**config.mk**
```make
export PLATFORM = sky130hd
export DESIGN_NAME = imm_ext_stage
export DESIGN_NICKNAME = d
export VERILOG_FILES = /design/src/rtl/imm_ext_stage.sv
export SDC_FILE = /design/constraint.sdc
export NUM_CORES = 1
export LEC_CHECK = 0
export ABC_AREA = 1
export BUFFER_PORTS_ARGS = -buffer_cell sky130_fd_sc_hd__buf_2
export CORE_MARGIN = 2
export CORE_UTILIZATION = 38
export DETAILED_ROUTE_END_ITERATION = 6
export PLACE_DENSITY_LB_ADDON = 0.2
export SETUP_SLACK_MARGIN = 0.2
export SLEW_MARGIN = 10
export SYNTH_ARGS = -nofsm -noshare
export SYNTH_HDL_FRONTEND = slang
export SYNTH_SLANG_ARGS = --single-unit
```
**constraint.sdc**
```tcl
create_clock -name clk -period 11.6 [get_ports clk]
set_input_delay 1.16 -clock clk [delete_from_list [all_inputs] [get_ports clk]]
set_output_delay 1.16 -clock clk [all_outputs]
set_load 0.02 [all_outputs]
```
**src/rtl/imm_ext_stage.sv**
```systemverilog
// LEGv8 decode immediate stage: classifies the immediate format, extends it to 64 bits and forms PC-relative targets.
// One cycle from accept to out_valid through a 2-entry elastic buffer; in_ready drops only when both entries are held.

module fifo #(
   parameter int W     = 8,
   parameter int DEPTH = 2
) (
   input  logic         clk,
   input  logic         reset_n,
   input  logic         push,
   input  logic         pop,
   input  logic [W-1:0] wr_dat,
   output logic [W-1:0] rd_dat,
   output logic         full,
   output logic         empty
);

   localparam int PW = (DEPTH > 1) ? $clog2(DEPTH) : 1;
   localparam int CW = $clog2(DEPTH + 1);

   logic [W-1:0]  mem [DEPTH];
   logic [PW-1:0] wr_ptr;
   logic [PW-1:0] rd_ptr;
   logic [CW-1:0] count;
   logic          do_push;
   logic          do_pop;

   assign full    = (count == CW'(DEPTH));
   assign empty   = (count == '0);
   assign do_push = push && !full;
   assign do_pop  = pop && !empty;
   assign rd_dat  = mem[rd_ptr];

   function automatic logic [PW-1:0] ptr_next(input logic [PW-1:0] p);
      return (p == PW'(DEPTH - 1)) ? '0 : p + 1'b1;
   endfunction

   always_ff @(posedge clk) begin
      if (!reset_n) begin
         wr_ptr <= '0;
         rd_ptr <= '0;
         count  <= '0;
      end else begin
         if (do_push) wr_ptr <= ptr_next(wr_ptr);
         if (do_pop)  rd_ptr <= ptr_next(rd_ptr);
         case ({do_push, do_pop})
            2'b10:   count <= count + 1'b1;
            2'b01:   count <= count - 1'b1;
            default: count <= count;
         endcase
      end
   end

   // Storage needs no reset: readers gate rd_dat with !empty.
   always_ff @(posedge clk) begin
      if (do_push) mem[wr_ptr] <= wr_dat;
   end

endmodule

module imm_ext_stage #(
   parameter int DEPTH = 2,
   parameter int CNT_W = 16
) (
   input  logic             clk,
   input  logic             reset_n,
   input  logic             in_valid,
   output logic             in_ready,
   input  logic [31:0]      instr,
   input  logic [63:0]      pc,
   output logic             out_valid,
   input  logic             out_ready,
   output logic [63:0]      imm,
   output logic [2:0]       imm_type,
   output logic [63:0]      br_target,
   output logic [63:0]      pc_out,
   output logic [CNT_W-1:0] unk_cnt
);

   typedef enum logic [2:0] {
      T_NONE   = 3'd0,
      T_I12_ZE = 3'd1,
      T_D9_SE  = 3'd2,
      T_B26    = 3'd3,
      T_CB19   = 3'd4,
      T_SHAMT  = 3'd5
   } imm_type_t;

   typedef struct packed {
      logic [63:0] pc;
      logic [63:0] br_target;
      imm_type_t   imm_type;
      logic [63:0] imm;
   } entry_t;

   entry_t    dec;
   entry_t    head;
   imm_type_t dec_type;
   logic [63:0] dec_imm;
   logic      full;
   logic      empty;
   logic      push;
   logic      pop;

   always_comb begin
      dec_type = T_NONE;
      dec_imm  = '0;
      if (instr[31:22] == 10'b1001000100 || instr[31:22] == 10'b1101000100) begin
         dec_type = T_I12_ZE;
         dec_imm  = {52'b0, instr[21:10]};
      end else if (instr[31:21] == 11'b11111000010 || instr[31:21] == 11'b11111000000) begin
         dec_type = T_D9_SE;
         dec_imm  = {{55{instr[20]}}, instr[20:12]};
      end else if (instr[31:26] == 6'b000101 || instr[31:26] == 6'b100101) begin
         dec_type = T_B26;
         dec_imm  = {{36{instr[25]}}, instr[25:0], 2'b00};
      end else if (instr[31:24] == 8'b10110100 || instr[31:24] == 8'b10110101 ||
                   instr[31:24] == 8'b01010100) begin
         dec_type = T_CB19;
         dec_imm  = {{43{instr[23]}}, instr[23:5], 2'b00};
      end else if (instr[31:21] == 11'b11010011011 || instr[31:21] == 11'b11010011010) begin
         dec_type = T_SHAMT;
         dec_imm  = {58'b0, instr[15:10]};
      end
   end

   always_comb begin
      dec.pc        = pc;
      dec.imm_type  = dec_type;
      dec.imm       = dec_imm;
      dec.br_target = (dec_type == T_B26 || dec_type == T_CB19) ? pc + dec_imm : 64'd0;
   end

   // Handshake uses only registered buffer state, so in_ready never waits on out_ready.
   assign in_ready  = !full;
   assign out_valid = !empty;
   assign push      = in_valid && in_ready;
   assign pop       = out_valid && out_ready;

   fifo #(
      .W     ($bits(entry_t)),
      .DEPTH (DEPTH)
   ) u_buf (
      .clk     (clk),
      .reset_n (reset_n),
      .push    (push),
      .pop     (pop),
      .wr_dat  (dec),
      .rd_dat  (head),
      .full    (full),
      .empty   (empty)
   );

   assign imm       = out_valid ? head.imm       : 64'd0;
   assign imm_type  = out_valid ? head.imm_type  : T_NONE;
   assign br_target = out_valid ? head.br_target : 64'd0;
   assign pc_out    = out_valid ? head.pc        : 64'd0;

   always_ff @(posedge clk) begin
      if (!reset_n) begin
         unk_cnt <= '0;
      end else if (push && dec_type == T_NONE && unk_cnt != '1) begin
         unk_cnt <= unk_cnt + 1'b1;
      end
   end

endmodule

```
==> results of run 1 <==
path summary, 6_finish.rpt:
| kind | startpoint | to | slack (ps) | depth (start not counted) |
|---|---|---|---|---|
| max | flop | br_target[36] | 6930 | 5 |
| min | u_buf.rd_ptr$_SDFFE_PN0P_ | flop | 450 | 1 |
| max reg2reg | u_buf.count[0]$_SDFFE_PN0P_ | u_buf.mem[0][95]$_DFFE_PP_ | 8710 | 5 |
| min reg2reg | u_buf.rd_ptr$_SDFFE_PN0P_ | flop | 450 | 1 |
cell type report:
cell class	instances	area, um^2
inverters	302	1140
flip-flops and latches	339	9970
well taps	680	851
repair buffers	323	1660
clock inverters	19	126
clock buffers	51	1070
fillers	5157	28400
multi-input cells	1726	8020
cell usage in the layout (no fill, tap or decap), drive strengths merged, types with 2 or more instances in the layout:
cell | synthesis | routed
a211oi | 3 | 3
a21oi | 291 | 291
a221oi | 2 | 2
a22oi | 9 | 9
and3 | 2 | 2
buf | 48 | 323
clkbuf | 55 | 51
clkinv | 3 | 15
clkinvlp | 0 | 3
dfxtp | 21 | 21
edfxtp | 318 | 318
ha | 66 | 66
inv | 299 | 302
nand2 | 909 | 909
nand3 | 94 | 94
nand4 | 12 | 12
nor2 | 219 | 219
nor3 | 19 | 19
nor4 | 4 | 4
o21ai | 49 | 49
o21bai | 7 | 7
o221ai | 3 | 3
o22ai | 2 | 2
or2 | 3 | 3
xnor2 | 17 | 17
xor2 | 6 | 6
cells by family after synthesis:
group,count (synthesis),synth area share (%)
xor+xnor,23,1.03
flops,339,50.8
compound gates,371,9.87
buf+inv,405,8.56
fa+ha+maj,67,4.31
simple gates,1265,25.5
critical path: stages (launching register included):
cell	delay (ps)
dfxtp_4	600
inv_4	760
buf_4	790
nand2_1	110
a21oi_1	310
buf_2	230
layer usage:
metal  share of wire (%)  vias to the layer above  track usage [%]  wire length [um]
li1                    -                     8558                -                 -
met1                  46                     7910             32.3             29000
met2                  46                      454             38.0             29500
met3                 5.3                       79             3.86              3350
met4                 2.7                        2             6.57              1680
met5               0.011                        -                0                 7
synth_stat cells, drive strengths merged (3+ instances only):
| master | n |
|---|---|
| nand3 | 94 |
| nand4 | 12 |
| nor2 | 219 |
| edfxtp | 318 |
| dfxtp | 21 |
| inv | 299 |
| or2 | 3 |
| xor2 | 6 |
| clkbuf | 55 |
| a211oi | 3 |
| a21oi | 291 |
| a22oi | 9 |
| o21ai | 49 |
| buf | 48 |
| o21bai | 7 |
| o221ai | 3 |
| nor4 | 4 |
| nand2 | 909 |
| ha | 66 |
| xnor2 | 17 |
| nor3 | 19 |
| clkinv | 3 |
stage by stage:
step	total power, mW	hold slack [ps]
finish	3.81	450
global route	4.00	481
CTS	3.86	450
detailed placement	2.69	434
global placement	2.69	420
floorplan	2.33	425
where the power goes:
group          switching (mW)  internal, mW  leakage [nW]
Clock                   0.481         0.675         0.578
Combinational           0.829         0.284          6.85
Sequential             0.0530          1.48          3.22
Total                    1.36          2.44          10.6
sequential cells by signal, summed over array words and instances, names as in the netlist, named ones only:
register and cells:
u_buf.rd_ptr 1, unk_cnt 16, u_buf.wr_ptr 1, u_buf.count 2, u_buf.mem 318
==> flow_summary.yaml, run 1 <==
run_status:
  outcome: "finished clean"
global_routing:
  grt_start_max_net_pins: 146
  gr-total-overflow: 0
  grt_pass1_vias: 16200
  antenna_found_initial: 1
  grt_pass1_wl_um: 95800
  grt_usage_pct: 23.4
placed_design:
  dpl.hpwl_um: 47300
  place_area_um2: 21600
  place_congestion: 0.962
  placedCellCount: 3370
  pre_cts_slack_ps: 6530
  portBuffers: 312
setup_path:
  critPathLaunchType: "flop"
  arrival_ps: 3510
  required_ps: 10440
  critical_path_class: "reg -> out"
  critPathMaxFanout: 82
  critPathCaptureType: "output port"
finish:
  finish.utilization_pct: 44.6
  antennaDiodeCount: 0
  fin_nets: 2897
  area_growth_pct: 16.3
  finalNonFillerCells: 3440
  drive_gt1_share_pct: 14.6
  final_area_um2: 22800
synthesis:
  synth.top_cell.area_share_pct: 48.6
  ys_ff_latch: 339
  synthArstFlopShare_pct: 0
  ys_warn_count: 0
  synth.distinct_cells: 46
  postSynthNetCount: 2637
  synth_edf_count: 318
  synthTopCellsByArea: "edfxtp_1 49%, nand2_1 17%, a21oi_1 7.4%"
  yosysTopAreaCell: "edfxtp_1"
  syn-instance-count: 2470
  seq_area_frac_synth_pct: 50.8
  synth_ff_type: "edfxtp_1"
  syn-mean-instance-area_um2: 7.95
  synth_area_um2: 19600
floorplan:
  die_area_um2: 53500
  die_x_um: 231
  core_area_um2: 51200
  fp.dieH_um: 231
  num_rows: 83
  num_io_pins: 313
  initial_utilization_pct: 38.4
routing:
  num_vias: 17000
  wire_per_inst_um: 18.5
  first_pass_iters: 5
  wirelength_um: 63500
  routed_via_density: 4.94
  ant_nets: 0
  drcViolationCount: 0
  drtIter0Drc: 1220
clock_network:
  cts_root_buf: "clkbuf_16"
  cts_max_level: 2
  cts_tree: "built"
  hold_buffers: 0
  cts_inserted_buffers: 38
  worst_skew_pair.late_latency_ps: 550
  clk_path_buf_depth: 3
  post_cts_buffers: 0
  cts_resized: 0
  clk_pin_slew_ps: 60
  clock_sinks: 339
sta:
  maxSlewViolCount: 0
  hold_viol: 0
  fin_skew_ps: 11.6
  finalSetupViolCount: 0
  setup-tns-final_ps: 0
  relSlewSlack_pct: 26.3
  worst_slack_ps: 6930
  fin_crit_sh_pct: 40.3
  tightest_slew_ps: 1110
  period_needed_ps: 4670
  rsz0062_at_grt: "false"
  fmax_mhz: 214
job:
  cap_violations: 0
power:
  leakagePower_nw: 10.6
  p_per_area_nw_per_um2: 167
  ir_drop_v: 0.000120
worst_hold_path:
  hp-class: "reg -> reg"
Power figures use the tool's default switching activity.
==> run 2: changes to the inputs <==
- clock period: 11.6 -> 3.8 ns (I/O delays scaled with it)
==> run 2 against run 1 <==
Flip-flop and latch count stayed put. Largest power group unchanged. Clock-buffer cell count is 1 lower. Die area stayed put. Via count is 6.5% higher. Setup slack worse by 6600 ps. Routed wire length is 9.5% higher. First-iteration DRC count is 8.9% higher. Critical endpoint is now u_buf.mem[1][107]$_DFFE_PP_. Worst hold slack worse by 390 ps.
==> flow_summary.yaml, run 2 (synthesis gave the netlist of run 1 again) <==
routing:
  routed_via_density: 4.90
  num_vias: 18100
  drtIter0Drc: 1329
  first_pass_iters: 7
  drcViolationCount: 0
  ant_nets: 0
  wire_per_inst_um: 18.8
  wirelength_um: 69500
finish:
  drive_gt1_share_pct: 23.6
  multi_input_area_um2: 8240
  largest_register: "u_buf.mem"
  layout_common_cells: "893 x nand2_1, 318 x edfxtp_1, 312 x buf_2, 290 x inv_1, 275 x a21oi_1"
  final_area_um2: 25200
  fillCellCount: 4969
  largest_reg_flops: 318
  regArea_um2: 9970
  antennaDiodeCount: 0
  top_regs: "u_buf.mem x318, unk_cnt x16, u_buf.count x2"
  final_common_cell: "nand2_1"
  fin_nets: 3156
  area_growth_pct: 28.4
placed_design:
  portBuffers: 312
  place_congestion: 0.921
  dpl.hpwl_um: 53100
  place_area_um2: 23700
sta:
  relSlewSlack_pct: 44.1
  setup-tns-final_ps: 0
  fin_crit_sh_pct: 90.6
  maxSlewViolCount: 0
  fmax_mhz: 290
  period_needed_ps: 3440
  rsz0062_at_grt: "false"
  finalSetupViolCount: 0
  fin_skew_ps: 15.0
  hold_viol: 0
  tightest_slew_ps: 837
power:
  leakagePower_nw: 12.0
  p_per_area_nw_per_um2: 483
  ir_drop_v: 0.000373
clock_network:
  clk_path_buf_depth: 3
  clock_sinks: 339
  cts_tree: "built"
  cts_inserted_buffers: 40
  worst_skew_pair.late_latency_ps: 560
  hold_buffers: 0
  cts_max_level: 2
  cts_root_buf: "clkbuf_16"
  clk_pin_slew_ps: 60
floorplan:
  die_x_um: 231
  core_area_um2: 51200
  num_io_pins: 313
  fp.dieH_um: 231
  die_area_um2: 53500
  num_rows: 83
  initial_utilization_pct: 38.4
global_routing:
  grt_start_max_net_pins: 88
  gr-total-overflow: 0
  antenna_found_initial: 1
  grt_usage_pct: 25.4
  grt_pass1_vias: 17200
  grt_pass1_wl_um: 103000
job:
  cap_violations: 0
setup_path:
  critPathMaxFanout: 12
  critPathCaptureType: "flop"
  arrival_ps: 3730
  critical_path_class: "in -> reg"
  required_ps: 4090
  critPathLaunchType: "input port"
worst_hold_path:
  hp-class: "in -> reg"
run_status:
  outcome: "finished clean"
-- run 2: cell count changes in the layout (fill, tap and decap cells not counted), sizes merged --
cell | before | now
clkinvlp | 3 | 2
inv | 302 | 300
clkinv | 15 | 14
buf | 323 | 579
bufinv | 1 | 5
-- run 2: worst paths after layout --
path	cells past startpoint	end	startpoint	slack, ps
worst min-delay path	1	u_buf.mem[0][159]$_DFFE_PP_	pc[28]	60
worst max register to register	5	u_buf.mem[1][99]$_DFFE_PP_	u_buf.count[0]$_SDFFE_PN0P_	1550
worst max-delay path	23	u_buf.mem[1][107]$_DFFE_PP_	instr[29]	360
worst min register to register	1	flop	u_buf.rd_ptr$_SDFFE_PN0P_	460
-- run 2: power by group --
part	internal [mW]	switching [mW]
logic	1.03	2.68
clock network	2.31	1.50
registers	4.52	0.140
-- run 2: final cells by class --
class                   count  area share, %
flip-flops and latches    339           39.6
multi-input cells        1726           32.7
repair buffers            580           14.8
inverters                 302           4.53
clock buffers              50           4.20
well taps                 680           3.37
clock inverters            19          0.878
-- run 2: layer usage --
| layer | up-vias | track usage [%] | routed length [um] |
|---|---|---|---|
| li1 | 9061 | - | - |
| met1 | 8413 | 35.3 | 31800 |
| met2 | 547 | 41.2 | 31900 |
| met3 | 87 | 3.65 | 4030 |
| met4 | 0 | 7.24 | 1750 |
| met5 | - | 0 | 0 |
-- run 2: critical path: stages --
cell and delay, ps:
buf_2 120, buf_4 150, nor2_2 150, nand2_1 80
nor2_2 120, buf_4 190, nor2_2 80, nand2_1 140
nand4_1 160, inv_2 220, buf_12 180, ha_1 300
nand2_1 130, inv_1 50, a21oi_1 280, buf_4 180
nor2_1 30, nor2_1 110, nand2_1 90, inv_1 60
nand3_1 220, nor2_1 160, nor2_1 70
-- run 2: timing repair --
item / in CTS / in global routing
setup endpoints to repair: 10 / 84
pin swaps: 0 / 3
setup buffers: 0 / 0
resized for setup: 4 / 50
gates cloned: 0 / 1
-- run 2: per-stage QoR --
stage,utilization (%),instances,setup WS (ps),power [mW],hold WS [ps]
after detailed placement,46.3,3626,-460,8.47,451
after global placement,46.3,3626,-519,8.45,432
final,49.2,3696,356,12.2,56.7
after CTS,48.8,3695,228,12.3,29.4
after floorplan,-,2470,282,7.04,425
after global routing,49.2,3696,172,12.7,35.9
